==> src/rtl/disp_pattern_rot.sv <==
// rtl/disp_pattern_rot.sv - four loadable 8-bit digit patterns with debounced loads and timed rotation
// Feeds the 4-digit 7-segment multiplexer; segments are active-low, so FF blanks a digit.

module disp_pattern_rot_btn #(
  parameter int DB_W = 19
) (
  input  logic clk,
  input  logic reset_n,
  input  logic btn,
  output logic level
);

  localparam logic [DB_W-1:0] CNT_ONE = {{(DB_W-1){1'b0}}, 1'b1};

  logic            sync1;
  logic            sync2;
  logic [DB_W-1:0] cnt;

  // Any sample that agrees with the accepted level restarts the stability window.
  always_ff @(posedge clk or negedge reset_n) begin
    if (!reset_n) begin
      sync1 <= 1'b0;
      sync2 <= 1'b0;
      cnt   <= '0;
      level <= 1'b0;
    end else begin
      sync1 <= btn;
      sync2 <= sync1;
      if (sync2 == level) begin
        cnt <= '0;
      end else if (&cnt) begin
        level <= sync2;
        cnt   <= '0;
      end else begin
        cnt <= cnt + CNT_ONE;
      end
    end
  end

endmodule

module disp_pattern_rot #(
  parameter int DB_W   = 19,
  parameter int TICK_W = 24
) (
  input  logic       clk,
  input  logic       reset_n,
  input  logic [3:0] btn,
  input  logic [7:0] sw,
  input  logic       rot_en,
  input  logic       rot_dir,
  output logic [7:0] in0,
  output logic [7:0] in1,
  output logic [7:0] in2,
  output logic [7:0] in3,
  output logic [3:0] load_pulse
);

  localparam logic [TICK_W-1:0] TICK_ONE = {{(TICK_W-1){1'b0}}, 1'b1};

  logic [3:0]        db_level;
  logic [3:0]        db_level_d;
  logic [TICK_W-1:0] tcnt;
  logic              tick;
  logic [7:0]        nxt0;
  logic [7:0]        nxt1;
  logic [7:0]        nxt2;
  logic [7:0]        nxt3;

  for (genvar i = 0; i < 4; i++) begin : g_btn
    disp_pattern_rot_btn #(.DB_W(DB_W)) u_btn (
      .clk     (clk),
      .reset_n (reset_n),
      .btn     (btn[i]),
      .level   (db_level[i])
    );
  end

  always_ff @(posedge clk or negedge reset_n) begin
    if (!reset_n) begin
      db_level_d <= '0;
    end else begin
      db_level_d <= db_level;
    end
  end

  assign load_pulse = db_level & ~db_level_d;

  always_ff @(posedge clk or negedge reset_n) begin
    if (!reset_n) begin
      tcnt <= '0;
    end else if (!rot_en) begin
      tcnt <= '0;
    end else begin
      tcnt <= tcnt + TICK_ONE;
    end
  end

  assign tick = rot_en & (&tcnt);

  // A load overrides whatever would have rotated into its slot.
  always_comb begin
    nxt0 = in0;
    nxt1 = in1;
    nxt2 = in2;
    nxt3 = in3;
    if (tick) begin
      if (rot_dir) begin
        nxt0 = in1;
        nxt1 = in2;
        nxt2 = in3;
        nxt3 = in0;
      end else begin
        nxt0 = in3;
        nxt1 = in0;
        nxt2 = in1;
        nxt3 = in2;
      end
    end
    if (load_pulse[0]) nxt0 = sw;
    if (load_pulse[1]) nxt1 = sw;
    if (load_pulse[2]) nxt2 = sw;
    if (load_pulse[3]) nxt3 = sw;
  end

  always_ff @(posedge clk or negedge reset_n) begin
    if (!reset_n) begin
      in0 <= 8'hFF;
      in1 <= 8'hFF;
      in2 <= 8'hFF;
      in3 <= 8'hFF;
    end else begin
      in0 <= nxt0;
      in1 <= nxt1;
      in2 <= nxt2;
      in3 <= nxt3;
    end
  end

endmodule

==> config.mk <==
export PLATFORM = sky130hd
export DESIGN_NAME = disp_pattern_rot
export DESIGN_NICKNAME = d
export VERILOG_FILES = /design/src/rtl/disp_pattern_rot.sv
export SDC_FILE = /design/constraint.sdc
export NUM_CORES = 1
export LEC_CHECK = 0
export BUFFER_PORTS_ARGS = -buffer_cell sky130_fd_sc_hd__buf_2
export CAP_MARGIN = 5
export CORE_ASPECT_RATIO = 0.8
export CORE_MARGIN = 5
export CORE_UTILIZATION = 58
export CTS_BUF_LIST = sky130_fd_sc_hd__clkbuf_4 sky130_fd_sc_hd__clkbuf_8
export CTS_CLUSTER_SIZE = 24
export DETAILED_ROUTE_END_ITERATION = 8
export PLACE_DENSITY = 0.73
export SLEW_MARGIN = 5
export SYNTH_ARGS = -nofsm -noshare
export SYNTH_HDL_FRONTEND = slang
export SYNTH_SLANG_ARGS = --single-unit
==> constraint.sdc <==
create_clock -name clk -period 2.1 [get_ports clk]
set_input_delay 0.42 -clock clk [delete_from_list [all_inputs] [get_ports clk]]
set_output_delay 0.42 -clock clk [all_outputs]
set_load 0.02 [all_outputs]
==> impl_metrics.yaml <==
status:
  outcome: "complete, no violations"
floorplan:
  core_mm2: 0.0129
  io_pins: 52
  initial_core_util_pct: 59.3
  die_w_um: 138
  rows: 37
  chipHeight_um: 113
  fp.dieArea_mm2: 0.0156
synthesis:
  yosys.area_share.simple_pct: 23.7
  synth-xor-area-share_pct: 7.23
  synthAdderAreaFrac_pct: 0.819
  synth_edf_count: 0
  synth_compound_area_share_pct: 10.8
  yosysSeqAreaShare_pct: 49.0
  synth.top_cell.area_share_pct: 38.0
  muxShareOfSynthArea_pct: 5.08
  synthCells: 789
  netlist_area_mm2: 0.00763
  ys_ff_latch: 148
  yosys_warnings: 0
  syn_nets: 810
  synth_top_family_by_area: "simple AND/OR/NAND/NOR gates"
  synth_cell_types: 43
  async_flop_share_pct: 100
  syn_avg_cell_area_um2: 9.68
  synth_top_area_cell: "dfrtp_1"
  synth_area_leaders: "dfrtp_1 (38%), dfstp_2 (11%), mux2i_1 (4.2%)"
  synth_ff_type: "dfrtp_1"
cells_and_area:
  fin_area_mm2: 0.00870
  fin_nets: 865
  diodes: 0
  stdcell_count: 1032
  seq_area_mm2: 0.00374
  drive_gt1_share_pct: 19.3
  multi_input_area_mm2: 0.00364
  final.fill_count: 1015
  utilization_pct: 67.6
  area_growth_pct: 13.9
placed_design:
  post-place-cells: 999
  finalWeightedCongestion: 0.810
  place_area_mm2: 0.00823
  numPortBuffers: 51
  dp_hpwl_mm: 11.7
sta:
  slew_headroom_pct: 62.7
  timing.fmax_ghz: 0.507
  report.final.slew_viol_count: 0
  finalCriticalPeriod_ns: 1.97
  setup_viol: 0
  final.setup.tns_ns: 0
  worst_pin_slew_ns: 0.554
  hold_violations: 0
  post-route-period-util_pct: 94.0
  rsz0062_at_grt: "false"
  clock_skew_ns: 0.00746
routing:
  firstDrtPassIters: 5
  drc_errors: 0
  wl_per_cell_um: 16.6
  wl_met3_um: 930
  vias: 6237
  wl_mm: 17.1
  highest-signal-layer: "met4"
  met2_length_mm: 8.16
  ant_nets: 0
  met1Wirelength_mm: 7.78
  via_per_inst: 6.04
  drt_first_iter_violations: 441
worst_setup_path:
  crit_chain: "ha_1 -> nand4_1 -> or4_1 -> or3_1 -> a21oi_1"
  slowest_delay_ns: 0.58
  crit_family: "simple AND/OR/NAND/NOR gates"
  critical_path_peak_fanout: 4
  setup.worst_path.class: "flop to flop"
  required_ns: 2.48
  arrival_ns: 2.36
  path_buf_inv: 0
  start_kind: "flop"
  slowest_stage: "or4_1"
  cp-end-kind: "flop"
cts:
  clock_path_buffers: 2
  clk_latency_ns: 0.46
  cts_buffers: 17
  postCtsSetupBuffers: 0
  cts_htree_levels: 4
  clkSlewWorstSetupHoldPaths_ns: 0.08
  cts_root_buffer: "clkbuf_8"
  cts_tree: "done"
  clock-sinks: 148
grt:
  gr-total-overflow: 0
  antenna_found_initial: 0
  grt_pass1_wl_mm: 28.9
  first_global_vias: 5959
  grt_max_degree: 54
  grtUsageTotal_pct: 22.6
power:
  power_leakage_nw: 3.54
  p_switching_mw: 1.27
  p_int_mw: 4.38
  peakVddDrop_mv: 0.424
  clockPowerShare_pct: 44.6
  power_mw: 5.65
  p_sw_share_pct: 22.5
  pwr-share-comb_pct: 3.9
  power_density_mw_per_mm2: 650
  p_seq_share_pct: 51.5
job:
  cap_violations: 0
min_path:
  hp-class: "input pin to flop"
-- power by group through the flow --
stage | registers (mW) | clock network (mW) | logic (mW)
3_5_place_dp | 2.97 | 0 | 0.223
2_1_floorplan | 2.96 | 0 | 0.100
3_3_place_gp | 2.96 | 0 | 0.217
4_1_cts | 2.91 | 2.58 | 0.226
6_report | 2.91 | 2.52 | 0.221
5_1_grt | 2.92 | 2.70 | 0.250
-- metal layers --
layer	global-route usage (%)	vias to the layer above
met2	36.5	174
met1	30.1	3055
met5	0	-
li1	-	2984
met3	5.71	24
met4	7.57	0
-- repair_timing --
item	4_1_cts	5_1_grt
setup endpoints to repair	0	4
hold endpoints to repair	24	0
hold buffers	1	0
gates resized for setup	0	1
-- cells in the mapped netlist, drive strengths merged (2+ instances only) --
library cell  instances
and3                 11
a31o                  2
and4                 29
nor3                 15
and2                  9
mux2i                32
ha                    5
or2                   4
nor2                 78
o31ai                43
xor2                 27
nand2                76
a21oi                28
nand3                41
or3                  10
o21ai                16
nor2b                 5
dfrtp               116
dfstp                32
xnor2                36
inv                  18
a31oi                32
clkbuf               41
or4                  13
nand4b                4
nand4                23
buf                   6
nor4                 25
mux2                  6
-- registers in the layout (all words and copies together), names as in the netlist, 8 cells and up --
name,count
in3,8
tcnt,24
in0,8
in2,8
in1,8
g_btn.u_btn.cnt,76
-- per-stage QoR --
step	worst slack [ns]	hold slack, ns
2_1_floorplan	0.175	0.124
3_3_place_gp	0.186	0.335
3_5_place_dp	0.148	0.335
4_1_cts	0.104	0.0277
5_1_grt	0.00602	0.0212
6_report	0.126	0.0600
-- path summary, 6_finish.rpt --
kind / start / to / slack (ns) / cells past startpoint
worst max-delay path: g_btn[2].u_btn.cnt[0]$_DFF_PN0_ / g_btn[2].u_btn.cnt[16]$_DFF_PN0_ / 0.13 / 5
worst min-delay path: btn[3] / g_btn[3].u_btn.sync1$_DFF_PN0_ / 0.06 / 1
worst max register to register: g_btn[2].u_btn.cnt[0]$_DFF_PN0_ / g_btn[2].u_btn.cnt[16]$_DFF_PN0_ / 0.13 / 5
worst min register to register: g_btn[2].u_btn.sync1$_DFF_PN0_ / g_btn[2].u_btn.sync2$_DFF_PN0_ / 0.35 / 0
max in group asynchronous: reset_n / in0[4]$_DFFE_PN1P_ / 0.96 / 3
min in group asynchronous: reset_n / g_btn[0].u_btn.cnt[15]$_DFF_PN0_ / 0.46 / 2
-- layout make-up --
type                    instances  share of cell area (%)
clock buffers                  21                    3.32
clock inverters                11                    1.97
inverters                      18                   0.777
multi-input cells             576                    41.9
flip-flops and latches        148                    43.0
well taps                     175                    2.52
repair buffers                 83                    6.52
-- cells in the final DEF, fill, tap and decap left out, drive strengths merged, types with 27 or more instances in the layout --
cell type,synthesis,routed
o31ai,43,43
xnor2,36,36
buf,6,82
nand3,41,41
and4,29,29
nand2,76,76
dfstp,32,32
a31oi,32,32
mux2i,32,32
xor2,27,27
nor2,78,78
a21oi,28,28
dfrtp,116,116
-- cell families after synthesis --
logic type / count (synthesis)
AO/OA/AOI/OAI: 126
flip-flops: 148
multiplexers: 38
adder cells (fa/ha/maj): 5
AND/OR/NAND/NOR: 344
buffers and inverters: 65
XOR/XNOR: 63
Power figures use the tool's default switching activity.
